==> config.mk <==
export PLATFORM = sky130hd
export DESIGN_NAME = multicycle_ctrl_flat
export DESIGN_NICKNAME = d
export VERILOG_FILES = /design/src/rtl/multicycle_ctrl_if.sv /design/src/rtl/multicycle_ctrl.sv /design/src/flat_wrapper.sv
export SDC_FILE = /design/constraint.sdc
export NUM_CORES = 1
export LEC_CHECK = 0
export BUFFER_PORTS_ARGS = -buffer_cell sky130_fd_sc_hd__buf_4
export CORE_MARGIN = 2
export CORE_UTILIZATION = 50
export CTS_BUF_LIST = sky130_fd_sc_hd__clkbuf_4 sky130_fd_sc_hd__clkbuf_8
export CTS_CLUSTER_DIAMETER = 150
export DETAILED_ROUTE_END_ITERATION = 16
export PLACE_DENSITY = 0.83
export SLEW_MARGIN = 20
export SYNTH_ARGS = -nofsm -noshare
export SYNTH_HDL_FRONTEND = slang
export SYNTH_SLANG_ARGS = --single-unit
==> constraint.sdc <==
create_clock -name clk -period 2.6 [get_ports clk]
set_input_delay 0.78 -clock clk [delete_from_list [all_inputs] [get_ports clk]]
set_output_delay 0.78 -clock clk [all_outputs]
set_load 0.01 [all_outputs]
==> src/rtl/multicycle_ctrl_if.sv <==
// Handshake/control bundle between the multi-cycle controller (master) and the
// datapath/memory side (slave).
interface multicycle_ctrl_if;
  logic [5:0] opcode;
  logic       zero;
  logic       mem_ready;
  logic       pc_write;
  logic       pc_write_c;
  logic       i_or_d;
  logic       mem_read;
  logic       mem_write;
  logic       ir_write;
  logic       mem_to_reg;
  logic       reg_dst;
  logic       reg_write;
  logic       alu_src_a;
  logic [1:0] alu_src_b;
  logic [1:0] alu_op;
  logic [1:0] pc_source;
  logic [3:0] state;
  logic       illegal;
  logic       mem_err;

  modport master (
    input  opcode, zero, mem_ready,
    output pc_write, pc_write_c, i_or_d, mem_read, mem_write, ir_write,
           mem_to_reg, reg_dst, reg_write, alu_src_a, alu_src_b, alu_op,
           pc_source, state, illegal, mem_err
  );

  modport slave (
    output opcode, zero, mem_ready,
    input  pc_write, pc_write_c, i_or_d, mem_read, mem_write, ir_write,
           mem_to_reg, reg_dst, reg_write, alu_src_a, alu_src_b, alu_op,
           pc_source, state, illegal, mem_err
  );
endinterface

==> src/rtl/multicycle_ctrl.sv <==
// Multi-cycle MIPS-subset control FSM with bounded memory-ready wait.
// Define CTRL_ADDI_EN to make opcode 001000 (addi) legal via IEXEC/IWB.
module multicycle_ctrl #(
  parameter int WAIT_LIMIT = 15,
  parameter int CNT_W      = 4
) (
  input  logic           clk,
  input  logic           reset,
  multicycle_ctrl_if.master bus
);

  typedef enum logic [3:0] {
    S_FETCH  = 4'd0,
    S_DECODE = 4'd1,
    S_MADDR  = 4'd2,
    S_MREAD  = 4'd3,
    S_MWB    = 4'd4,
    S_MWRITE = 4'd5,
    S_EXEC   = 4'd6,
    S_RWB    = 4'd7,
    S_BRANCH = 4'd8,
    S_JUMP   = 4'd9,
    S_IEXEC  = 4'd10,
    S_IWB    = 4'd11
  } state_t;

  localparam logic [5:0] OP_RTYPE = 6'b000000;
  localparam logic [5:0] OP_LW    = 6'b100011;
  localparam logic [5:0] OP_SW    = 6'b101011;
  localparam logic [5:0] OP_BEQ   = 6'b000100;
  localparam logic [5:0] OP_J     = 6'b000010;
  localparam logic [5:0] OP_ADDI  = 6'b001000;
  localparam logic [CNT_W-1:0] LIMIT = CNT_W'(WAIT_LIMIT);

  state_t           cur_state;
  state_t           done_state;
  logic [CNT_W-1:0] cnt;
  logic             is_sw;
  logic             illegal_q;
  logic             mem_err_q;

  // Branch qualification by zero happens in the datapath.
  logic unused_zero;
  assign unused_zero = bus.zero;

  always_comb begin
    done_state = S_FETCH;
    case (cur_state)
      S_FETCH: done_state = S_DECODE;
      S_MREAD: done_state = S_MWB;
      default: done_state = S_FETCH;
    endcase
  end

  // cnt is zero whenever a wait state is entered, so it only moves inside one.
  always_ff @(posedge clk) begin
    if (reset) begin
      cur_state <= S_FETCH;
      cnt       <= '0;
      is_sw     <= 1'b0;
      illegal_q <= 1'b0;
      mem_err_q <= 1'b0;
    end else begin
      case (cur_state)
        S_FETCH, S_MREAD, S_MWRITE: begin
          if (bus.mem_ready) begin
            cur_state <= done_state;
            cnt       <= '0;
          end else if (cnt == LIMIT) begin
            cur_state <= S_FETCH;
            cnt       <= '0;
            mem_err_q <= 1'b1;
          end else begin
            cnt <= cnt + CNT_W'(1);
          end
        end
        S_DECODE: begin
          is_sw <= (bus.opcode == OP_SW);
          case (bus.opcode)
            OP_RTYPE:      cur_state <= S_EXEC;
            OP_LW, OP_SW:  cur_state <= S_MADDR;
            OP_BEQ:        cur_state <= S_BRANCH;
            OP_J:          cur_state <= S_JUMP;
`ifdef CTRL_ADDI_EN
            OP_ADDI:       cur_state <= S_IEXEC;
`endif
            default: begin
              cur_state <= S_FETCH;
              illegal_q <= 1'b1;
            end
          endcase
        end
        S_MADDR:  cur_state <= is_sw ? S_MWRITE : S_MREAD;
        S_EXEC:   cur_state <= S_RWB;
`ifdef CTRL_ADDI_EN
        S_IEXEC:  cur_state <= S_IWB;
`endif
        default:  cur_state <= S_FETCH;
      endcase
    end
  end

  // Moore decode of the current state; FETCH adds the mem_ready-qualified loads.
  always_comb begin
    bus.pc_write   = 1'b0;
    bus.pc_write_c = 1'b0;
    bus.i_or_d     = 1'b0;
    bus.mem_read   = 1'b0;
    bus.mem_write  = 1'b0;
    bus.ir_write   = 1'b0;
    bus.mem_to_reg = 1'b0;
    bus.reg_dst    = 1'b0;
    bus.reg_write  = 1'b0;
    bus.alu_src_a  = 1'b0;
    bus.alu_src_b  = 2'b00;
    bus.alu_op     = 2'b00;
    bus.pc_source  = 2'b00;
    if (!reset) begin
      case (cur_state)
        S_FETCH: begin
          bus.mem_read  = 1'b1;
          bus.alu_src_b = 2'b01;
          bus.ir_write  = bus.mem_ready;
          bus.pc_write  = bus.mem_ready;
        end
        S_DECODE: bus.alu_src_b = 2'b11;
        S_MADDR: begin
          bus.alu_src_a = 1'b1;
          bus.alu_src_b = 2'b10;
        end
        S_MREAD: begin
          bus.mem_read = 1'b1;
          bus.i_or_d   = 1'b1;
        end
        S_MWB: begin
          bus.reg_write  = 1'b1;
          bus.mem_to_reg = 1'b1;
        end
        S_MWRITE: begin
          bus.mem_write = 1'b1;
          bus.i_or_d    = 1'b1;
        end
        S_EXEC: begin
          bus.alu_src_a = 1'b1;
          bus.alu_op    = 2'b10;
        end
        S_RWB: begin
          bus.reg_write = 1'b1;
          bus.reg_dst   = 1'b1;
        end
        S_BRANCH: begin
          bus.alu_src_a  = 1'b1;
          bus.alu_op     = 2'b01;
          bus.pc_source  = 2'b01;
          bus.pc_write_c = 1'b1;
        end
        S_JUMP: begin
          bus.pc_write  = 1'b1;
          bus.pc_source = 2'b10;
        end
`ifdef CTRL_ADDI_EN
        S_IEXEC: begin
          bus.alu_src_a = 1'b1;
          bus.alu_src_b = 2'b10;
        end
        S_IWB: bus.reg_write = 1'b1;
`endif
        default: ;
      endcase
    end
  end

  assign bus.state   = reset ? 4'd0 : cur_state;
  assign bus.illegal = illegal_q & ~reset;
  assign bus.mem_err = mem_err_q & ~reset;

endmodule
==> src/flat_wrapper.sv <==
// flat-port wrapper written by rule: the top's interface ports become plain ports
module multicycle_ctrl_flat 
#(
  parameter int WAIT_LIMIT = 15,
  parameter int CNT_W      = 4
)
  (clk, reset, bus_opcode, bus_zero, bus_mem_ready, bus_pc_write, bus_pc_write_c, bus_i_or_d, bus_mem_read, bus_mem_write, bus_ir_write, bus_mem_to_reg, bus_reg_dst, bus_reg_write, bus_alu_src_a, bus_alu_src_b, bus_alu_op, bus_pc_source, bus_state, bus_illegal, bus_mem_err);
  multicycle_ctrl_if bus_i ();
  input  logic clk;
  input  logic reset;
  input wire logic [$bits(bus_i.opcode)-1:0] bus_opcode;
  input wire logic [$bits(bus_i.zero)-1:0] bus_zero;
  input wire logic [$bits(bus_i.mem_ready)-1:0] bus_mem_ready;
  output wire logic [$bits(bus_i.pc_write)-1:0] bus_pc_write;
  output wire logic [$bits(bus_i.pc_write_c)-1:0] bus_pc_write_c;
  output wire logic [$bits(bus_i.i_or_d)-1:0] bus_i_or_d;
  output wire logic [$bits(bus_i.mem_read)-1:0] bus_mem_read;
  output wire logic [$bits(bus_i.mem_write)-1:0] bus_mem_write;
  output wire logic [$bits(bus_i.ir_write)-1:0] bus_ir_write;
  output wire logic [$bits(bus_i.mem_to_reg)-1:0] bus_mem_to_reg;
  output wire logic [$bits(bus_i.reg_dst)-1:0] bus_reg_dst;
  output wire logic [$bits(bus_i.reg_write)-1:0] bus_reg_write;
  output wire logic [$bits(bus_i.alu_src_a)-1:0] bus_alu_src_a;
  output wire logic [$bits(bus_i.alu_src_b)-1:0] bus_alu_src_b;
  output wire logic [$bits(bus_i.alu_op)-1:0] bus_alu_op;
  output wire logic [$bits(bus_i.pc_source)-1:0] bus_pc_source;
  output wire logic [$bits(bus_i.state)-1:0] bus_state;
  output wire logic [$bits(bus_i.illegal)-1:0] bus_illegal;
  output wire logic [$bits(bus_i.mem_err)-1:0] bus_mem_err;
  assign bus_i.opcode = bus_opcode;
  assign bus_i.zero = bus_zero;
  assign bus_i.mem_ready = bus_mem_ready;
  assign bus_pc_write = bus_i.pc_write;
  assign bus_pc_write_c = bus_i.pc_write_c;
  assign bus_i_or_d = bus_i.i_or_d;
  assign bus_mem_read = bus_i.mem_read;
  assign bus_mem_write = bus_i.mem_write;
  assign bus_ir_write = bus_i.ir_write;
  assign bus_mem_to_reg = bus_i.mem_to_reg;
  assign bus_reg_dst = bus_i.reg_dst;
  assign bus_reg_write = bus_i.reg_write;
  assign bus_alu_src_a = bus_i.alu_src_a;
  assign bus_alu_src_b = bus_i.alu_src_b;
  assign bus_alu_op = bus_i.alu_op;
  assign bus_pc_source = bus_i.pc_source;
  assign bus_state = bus_i.state;
  assign bus_illegal = bus_i.illegal;
  assign bus_mem_err = bus_i.mem_err;
  multicycle_ctrl #(.WAIT_LIMIT(WAIT_LIMIT), .CNT_W(CNT_W)) u_core (.clk(clk), .reset(reset), .bus(bus_i));
endmodule
==> reports/results.ini, run 1 <==
[sta]
setup_viol_count_final=0
drv_slew=0
tightestPinTransition_ns=0.483
fin_skew_ns=0.00501
rsz0062_at_grt=no
finalCritPeriodShare_pct=95.4
period_minus_slack_ns=2.48
slew_headroom_pct=67.8
tns_ns=0
setup_ws_ns=0.120
final-hold-violation-count=0
max_freq_mhz=403

[clocking]
clk_pin_slew_worst_paths_ns=0.08
cts_max_level=1
holdBufCountCts=0
cts-root-buf=clkbuf_4
insertion_delay_ns=0.28
clockBufferDepth=2
cts.sinks=11
cts_inserted_buffers=3
cts_tree=built
cts_setup_buffers=0
post_cts_resized=0

[cells_and_area]
fin_nets=143
antenna_cells=0
final_cells=147
finalInstanceArea_um2=1020
drive_above_1_share_pct=28.2
area_growth_pct=31.1

[yosys]
synth_edf_count=0
yosysWarnings=0
yosysSeqAreaShare_pct=28.3
synth_nets=113
syn_avg_cell_area_um2=7.64
synth_common_cells=11 x dfxtp_1, 9 x a21oi_1, 8 x nor3_1
ys_top_cells_by_area=dfxtp_1 28%, a21oi_1 5.8%, nand2b_1 5.6%
synth_cell_types=37
synth_seq_cells=11
ys.flop_type=dfxtp_1
ys_async_sr_fraction_pct=0
synth_top_cell_area_share_pct=28.3
postSynthCellCount=102
netlist_area_um2=779
yosysTopAreaCell=dfxtp_1
post-synth-top-count-cell=dfxtp_1

[drt]
antenna_left=0
wl_met3_um=116
avgViaCountPerCell=5.82
firstDrtPassIters=4
top_layer=met4
met1_length_um=856
finalWirelength_mm=1.87
drc=0
num_vias=856
wl_met2_um=841
routedWlPerCell_um=12.7
drt_iter0_markers=9

[setup_path]
cp.arrival_ns=1.70
cp-start-kind=primary input
cp.required_ns=1.82
cp_max_fo=4
endpoint_kind=output port
criticalPathCategory=in -> out

[floorplanning]
die_h_um=43.5
io_pins=32
initial_core_util_pct=52.4
coreArea_um2=1490
dieArea_um2=1890
fp.dieW_um=43.5
rows=14

[placed_design]
io_buffers=30
dp.cells=143
placed_cell_area_um2=995
pre_cts_slack_ns=0.120
place_congestion=0.893
place_hpwl_mm=1.40

[outcome]
status=finished clean

[global_routing]
grt_max_degree=19
antenna_found_initial=0
grt_pass1_vias=794
grt-ovfl-total=0
grt.total_usage_pct=23.7
grt_pass1_wl_mm=3.23

[pwr]
p_leak_uw=0.000455
ir_drop_v=0.000358
p_per_area_nw_per_um2=375

[min_path]
hold_class=reg -> reg

[run]
maxCapViolCount=0

==> worst max-delay path: stages <==
cell	delay (ns)
buf_4	0.12
nor2b_1	0.13
inv_1	0.08
nor4b_1	0.31
or2_1	0.16
buf_4	0.11
==> metal layers <==
metal  vias to the layer above  GRT usage [%]
met5                         -              0
met4                         0           19.4
met3                         5           6.25
met2                        35           34.0
met1                       391           29.5
li1                        425              -
==> metrics by stage <==
stage,utilization [%],hold WS (ns),power (µW)
floorplan,-,0.432,233
global placement,66.8,0.441,261
detailed placement,66.8,0.457,264
CTS,68.7,0.469,385
global route,68.7,0.498,408
finish,68.7,0.464,384
==> cell families after synthesis <==
kind of cell / after synthesis / share of synthesized area, %
multiplexers: 1 / 1.28
AND/OR/NAND/NOR: 56 / 41.6
adder cells (fa/ha/maj): 1 / 1.60
AO/OA/AOI/OAI: 20 / 16.4
buffers and inverters: 11 / 7.70
flip-flops: 11 / 28.3
XOR/XNOR: 2 / 3.21
==> registers in the layout, summed over array words and instances (netlist names) <==
register and count:
u_core.cur_state 4, u_core.cnt 4, u_core.illegal_q 1, u_core.mem_err_q 1, u_core.is_sw 1
==> cell type report <==
cell class | instances | area (µm²)
clock buffers | 3 | 22.5
clock inverters | 1 | 5.00
fillers | 136 | 467
inverters | 4 | 15.0
multi-input cells | 80 | 499
flip-flops and latches | 11 | 220
well taps | 16 | 20.0
repair buffers | 32 | 240
==> where the power goes <==
group          total [µW]  switching, µW  leakage, µW  internal, µW
Combinational        77.7           40.3     0.000348          37.4
Sequential            182           8.29    0.0000893           174
Clock                 124           66.5    0.0000177          57.2
Total                 384            115     0.000455           269
==> worst paths after layout <==
check	startpoint	depth (start not counted)	slack, ns	endpoint
setup / recovery	reset	6	0.12	bus_pc_write
setup reg to reg	u_core.cur_state[1]	4	0.82	u_core.cnt[3]
hold / removal	u_core.illegal_q	2	0.46	u_core.illegal_q
hold reg to reg	u_core.illegal_q	2	0.46	u_core.illegal_q
==> cells in the final DEF, fill, tap and decap left out, drive strengths merged, types with 2 or more instances in the layout <==
cell type | synthesis | routed
a21oi | 9 | 9
and3 | 3 | 3
and3b | 2 | 2
buf | 4 | 32
clkbuf | 3 | 3
dfxtp | 11 | 11
inv | 4 | 4
nand2 | 7 | 7
nand2b | 7 | 7
nand3 | 5 | 5
nand3b | 2 | 2
nor2 | 6 | 6
nor2b | 4 | 4
nor3 | 8 | 8
nor4 | 4 | 4
nor4b | 2 | 2
o21ai | 3 | 3
Note: power is estimated with default switching activity, not from simulation.
==> run 2, diff against run 1 <==
--- a/config.mk
+++ b/config.mk
@@ -6,7 +6,6 @@
 export NUM_CORES = 1
 export LEC_CHECK = 0
 export BUFFER_PORTS_ARGS = -buffer_cell sky130_fd_sc_hd__buf_4
-export CORE_MARGIN = 2
 export CORE_UTILIZATION = 50
 export CTS_BUF_LIST = sky130_fd_sc_hd__clkbuf_4 sky130_fd_sc_hd__clkbuf_8
 export CTS_CLUSTER_DIAMETER = 150
==> constraint.sdc (replaced) <==
create_clock -name clk -period 2.6 [get_ports clk]
set_input_delay 0.78 -clock clk [delete_from_list [all_inputs] [get_ports clk]]
set_output_delay 0.78 -clock clk [all_outputs]
set_load 0.05 [all_outputs]
==> run 2 against run 1 <==
  * Design area rose by 12%
  * Clock power barely moved
  * Die area fell by 9.0%
  * Worst setup slack improved by 0.0023 ns
  * Global-route usage rose by 3.2 points
  * Maximum frequency barely moved
  * Sequential power barely moved
  * Worst hold slack improved by 0.014 ns
  * Non-clock buffer count rose by 2
  * Critical path depth did not move
  * Critical path type unchanged
==> reports/results.ini, run 2 (synthesized netlist as in run 1, its figures left out) <==
[global_routing]
grt_pass1_vias=871  ; was 794
grt_max_degree=15  ; was 19
grt.total_usage_pct=26.9  ; was 23.7%
grt-ovfl-total=0  ; unchanged
grt_pass1_wl_mm=3.62  ; was 3.23 mm
antenna_found_initial=0  ; unchanged

[sta]
tightestPinTransition_ns=0.507  ; was 0.483 ns
rsz0062_at_grt=no  ; unchanged
finalCritPeriodShare_pct=95.3  ; was 95.4%
slew_headroom_pct=66.2  ; was 67.8%
setup_ws_ns=0.122  ; was 0.120 ns
final-hold-violation-count=0  ; unchanged
fin_skew_ns=0.00862  ; was 0.00501 ns
hold_ws_ns=0.478  ; was 0.464 ns
setup_viol_count_final=0  ; unchanged
max_freq_mhz=404  ; was 403 MHz
drv_slew=0  ; unchanged
period_minus_slack_ns=2.48  ; about the same

[pwr]
total_power_uw=424  ; was 384 µW
p_leak_uw=0.000486  ; was 0.000455 µW
ir_drop_v=0.000393  ; was 0.000358 V
p_per_area_nw_per_um2=371  ; was 375 nW/µm²

[cells_and_area]
post-route-util_pct=82.7  ; was 68.7%
final_common_cell=buf_4  ; unchanged
fin_nets=145  ; was 143
area_growth_pct=46.7  ; was 31.1%
final_cell_mix=34 x buf_4, 9 x a21oi_1, 9 x dfxtp_1, 7 x nand2_1, 6 x nand2b_1  ; was 32 x buf_4, 11 x dfxtp_1, 9 x a21oi_1, 8 x nor3_1
drive_above_1_share_pct=42.9  ; was 28.2%
antenna_cells=0  ; unchanged
top_regs=u_core.cnt: 4 flops, u_core.cur_state: 4 flops  ; unchanged

[drt]
drc=0  ; unchanged
finalWirelength_mm=2.08  ; was 1.87 mm
routedWlPerCell_um=14.0  ; was 12.7 µm
firstDrtPassIters=4  ; unchanged
drt_iter0_markers=16  ; was 9
avgViaCountPerCell=6.05  ; was 5.82
antenna_left=0  ; unchanged
num_vias=895  ; was 856

[placed_design]
place_hpwl_mm=1.57  ; was 1.40 mm
place_congestion=0.797  ; was 0.893
pre_cts_slack_ns=0.113  ; was 0.120 ns
io_buffers=30  ; unchanged

[clocking]
clk_pin_slew_worst_paths_ns=0.08  ; about the same
cts_inserted_buffers=3  ; unchanged
cts_tree=built  ; unchanged
holdBufCountCts=0  ; unchanged
insertion_delay_ns=0.28  ; about the same
cts_setup_buffers=0  ; unchanged
cts_max_level=1  ; unchanged
cts.sinks=11  ; unchanged
clockBufferDepth=2  ; unchanged
cts-root-buf=clkbuf_4  ; unchanged

[floorplanning]
rows=13  ; was 14
dieArea_um2=1720  ; was 1890 µm²
coreArea_um2=1380  ; was 1490 µm²
fp.dieW_um=41.5  ; was 43.5 µm
initial_core_util_pct=56.4  ; was 52.4%
io_pins=32  ; unchanged
die_h_um=41.5  ; was 43.5 µm

[setup_path]
cp_max_fo=5  ; was 4
cp-start-kind=primary input  ; unchanged
endpoint_kind=output port  ; unchanged
cp.arrival_ns=1.70  ; about the same
criticalPathCategory=in -> out  ; unchanged
cp.required_ns=1.82  ; about the same

[min_path]
hold_class=reg -> reg  ; unchanged

[outcome]
status=finished clean  ; unchanged

[run]
maxCapViolCount=0  ; unchanged

-- run 2: cell count changes in the layout (fill, tap and decap cells not counted), sizes merged --
| cell | change |
|---|---|
| buf | +2 |
| clkinvlp | +1 |
| inv | -1 |
-- run 2: stage by stage --
stage / TNS, ns / instance area [µm²] / cells
final: 0 / 1140 / 148
after floorplan: -1.21 / 886 / 102
after global routing: 0 / 1140 / 148
after global placement: 0 / 1110 / 144
after detailed placement: 0 / 1110 / 144
after CTS: 0 / 1140 / 148
-- run 2: routing by layer --
layer  vias to the layer above  GRT usage [%]  wire, µm
met5                         -              0         0
met4                         0           14.2        44
met3                         7           3.91        94
met2                        34           47.2      1060
met1                       417           31.1       881
li1                        437              -         -
-- run 2: worst max-delay path, cell delays in order --
cell	delay [ns]
buf_4	0.14
nor2b_4	0.11
inv_2	0.05
nor4b_4	0.28
or2_4	0.15
buf_4	0.18
-- run 2: timing repair --
item                                    CTS  global route
endpoints found under the setup margin    0             3
resized for setup                         0             2
endpoints found under the hold margin     0             0
-- run 2: area by class of cell --
| type | instances | area [µm²] |
|---|---|---|
| fillers | 91 | 239 |
| clock inverters | 1 | 5.00 |
| repair buffers | 34 | 255 |
| well taps | 15 | 18.8 |
| clock buffers | 3 | 22.5 |
| inverters | 4 | 18.8 |
| flip-flops and latches | 11 | 223 |
| multi-input cells | 80 | 601 |
-- run 2: power by group --
part | total, µW | internal (µW) | switching (µW)
Sequential | 183 | 174 | 9.07
Combinational | 117 | 45.0 | 72.1
Clock | 123 | 57.2 | 66.1
Total | 424 | 277 | 147
-- run 2: path summary, 6_finish.rpt --
| kind | start | end | slack (ns) | cells after the start |
|---|---|---|---|---|
| hold / removal | u_core.illegal_q | u_core.illegal_q | 0.48 | 2 |
| hold reg to reg | u_core.illegal_q | u_core.illegal_q | 0.48 | 2 |
| setup reg to reg | u_core.cur_state[2] | u_core.cnt[3] | 0.67 | 5 |
| setup / recovery | reset | bus_pc_write | 0.12 | 6 |
==> run 3, diff against run 2 <==
--- a/config.mk
+++ b/config.mk
@@ -10,6 +10,7 @@
 export CTS_BUF_LIST = sky130_fd_sc_hd__clkbuf_4 sky130_fd_sc_hd__clkbuf_8
 export CTS_CLUSTER_DIAMETER = 150
 export DETAILED_ROUTE_END_ITERATION = 16
+export GPL_TIMING_DRIVEN = 0
 export PLACE_DENSITY = 0.83
 export SLEW_MARGIN = 20
 export SYNTH_ARGS = -nofsm -noshare
==> constraint.sdc (replaced) <==
create_clock -name clk -period 2.6 [get_ports clk]
set_input_delay 0.26 -clock clk [delete_from_list [all_inputs] [get_ports clk]]
set_output_delay 0.26 -clock clk [all_outputs]
set_load 0.05 [all_outputs]
==> run 3 against run 2 <==
  * Die area unchanged
  * Worst setup slack better by 0.54 ns
  * Sequential share of layout area is 1.1 points higher
  * Largest power group unchanged
  * Highest routed layer unchanged
==> reports/results.ini, run 3 (synthesized netlist as in run 1, its figures left out) <==
[drt]
avgViaCountPerCell=5.91  ; was 6.05
num_vias=893  ; was 895
firstDrtPassIters=4  ; unchanged
drt_iter0_markers=10  ; was 16
antenna_left=0  ; unchanged
drc=0  ; unchanged
finalWirelength_mm=2.07  ; was 2.08 mm
routedWlPerCell_um=13.7  ; was 14.0 µm

[setup_path]
endpoint_kind=output port  ; unchanged
r2r-start=u_core.cur_state[2]  ; unchanged
cp_max_fo=10  ; was 5
cp.required_ns=2.34  ; was 1.82 ns
rrSetupSlack_ns=0.88  ; was 0.67 ns
criticalPathCategory=reg -> out  ; was in -> out
cp-start-kind=register  ; was primary input
reg2reg_to=u_core.cur_state[2]  ; was u_core.cnt[3]
reg2reg_depth=5  ; unchanged
cp.arrival_ns=1.68  ; was 1.70 ns

[global_routing]
grt_pass1_vias=851  ; was 871
grt_pass1_wl_mm=3.50  ; was 3.62 mm
grt_max_degree=11  ; was 15
grt.total_usage_pct=24.7  ; was 26.9%
grt-ovfl-total=0  ; unchanged
antenna_found_initial=0  ; unchanged

[floorplanning]
coreArea_um2=1380  ; unchanged
initial_core_util_pct=56.4  ; unchanged
fp.dieW_um=41.5  ; unchanged
die_h_um=41.5  ; unchanged
rows=13  ; unchanged
dieArea_um2=1720  ; unchanged
io_pins=32  ; unchanged

[clocking]
cts_inserted_buffers=3  ; unchanged
cts_tree=built  ; unchanged
clockBufferDepth=2  ; unchanged
cts-root-buf=clkbuf_4  ; unchanged
cts_max_level=1  ; unchanged
clk_pin_slew_worst_paths_ns=0.07  ; was 0.08 ns
post_cts_resized=0  ; unchanged
holdBufCountCts=0  ; unchanged
insertion_delay_ns=0.26  ; was 0.28 ns
cts_setup_buffers=0  ; unchanged
cts.sinks=11  ; unchanged

[sta]
final-hold-violation-count=0  ; unchanged
fin_skew_ns=0.00387  ; was 0.00862 ns
setup_viol_count_final=0  ; unchanged
tns_ns=0  ; unchanged
finalCritPeriodShare_pct=74.6  ; was 95.3%
setup_ws_ns=0.660  ; was 0.122 ns
hold_ws_ns=0.277  ; was 0.478 ns
tightestPinTransition_ns=0.521  ; was 0.507 ns
slew_headroom_pct=65.2  ; was 66.2%
drv_slew=0  ; unchanged
period_minus_slack_ns=1.94  ; was 2.48 ns
rsz0062_at_grt=no  ; unchanged
max_freq_mhz=515  ; was 404 MHz

[outcome]
status=finished clean  ; unchanged

[min_path]
min_from=bus_opcode[2]  ; was u_core.illegal_q
holdPathEnd=u_core.cur_state[3]  ; was u_core.illegal_q
hold_class=in -> reg  ; was reg -> reg
whs_path_depth=3  ; was 2

[placed_design]
place_congestion=0.808  ; was 0.797
io_buffers=30  ; unchanged
place_hpwl_mm=1.55  ; was 1.57 mm
pre_cts_slack_ns=0.934  ; was 0.113 ns

[cells_and_area]
antenna_cells=0  ; unchanged
regArea_um2=220  ; was 223 µm²
final_common_cell=buf_4  ; unchanged
drive_above_1_share_pct=29.4  ; was 42.9%
area_growth_pct=37.4  ; was 46.7%
n_fill_cell=110  ; was 91
multi_input_area_um2=517  ; was 601 µm²
fin_nets=148  ; was 145
final_cell_mix=31 x buf_4, 11 x dfxtp_1, 9 x a21oi_1, 8 x nor3_1  ; was 34 x buf_4, 9 x a21oi_1, 9 x dfxtp_1, 7 x nand2_1, 6 x nand2b_1
top_regs=u_core.cnt: 4 flops, u_core.cur_state: 4 flops  ; unchanged

[pwr]
p_per_area_nw_per_um2=388  ; was 371 nW/µm²
ir_drop_v=0.000305  ; was 0.000393 V
p_leak_uw=0.000469  ; was 0.000486 µW

[run]
maxCapViolCount=0  ; unchanged

==> run 3: worst max path at each step <==
stage	start	end	cells past startpoint
after floorplan	u_core.cur_state[1]	bus_alu_src_b[1]	3
after global placement	reset	bus_alu_src_b[0]	5
after detailed placement	u_core.cur_state[2]	u_core.cur_state[2]	5
after CTS	u_core.cur_state[2]	bus_pc_write	4
after global routing	u_core.cur_state[2]	bus_i_or_d	4
final	u_core.cur_state[2]	bus_pc_write	4
==> run 3: cell type report <==
class                      count  area share [%]
tap                           15            1.75
inverter                       4            1.40
buffer                         7            4.21
multi-input combinational     80            48.2
sequential                    11            20.6
timing repair buffer          30            21.0
clock buffer                   4            2.80
==> run 3: power by group <==
part	internal [µW]	switching, µW
registers	174	3.96
clock network	69.7	54.5
logic	41.2	71.6
total	285	130
==> run 3: layer usage <==
layer	part of all wire, %	GRT usage, %	vias to the layer above	wire length, µm
met5	0	0	-	0
met4	1.2	11.6	0	25
met3	5.0	3.48	6	104
met2	49	43.8	29	1020
met1	44	28.8	415	919
li1	-	-	443	-
==> run 3: worst max-delay path, cell delays in order, from the launching register on <==
cell	delay (ns)
dfxtp_1	0.44
clkbuf_1	0.45
nor4b_4	0.10
or2_1	0.24
buf_4	0.19
==> run 3: metrics by stage <==
stage | utilization, % | power, µW | instances | instance area [µm²]
global placement | 75.3 | 291 | 147 | 1040
finish | 77.5 | 415 | 151 | 1070
floorplan | - | 258 | 102 | 797
CTS | 77.5 | 417 | 151 | 1070
global route | 77.5 | 438 | 151 | 1070
detailed placement | 75.3 | 293 | 147 | 1040
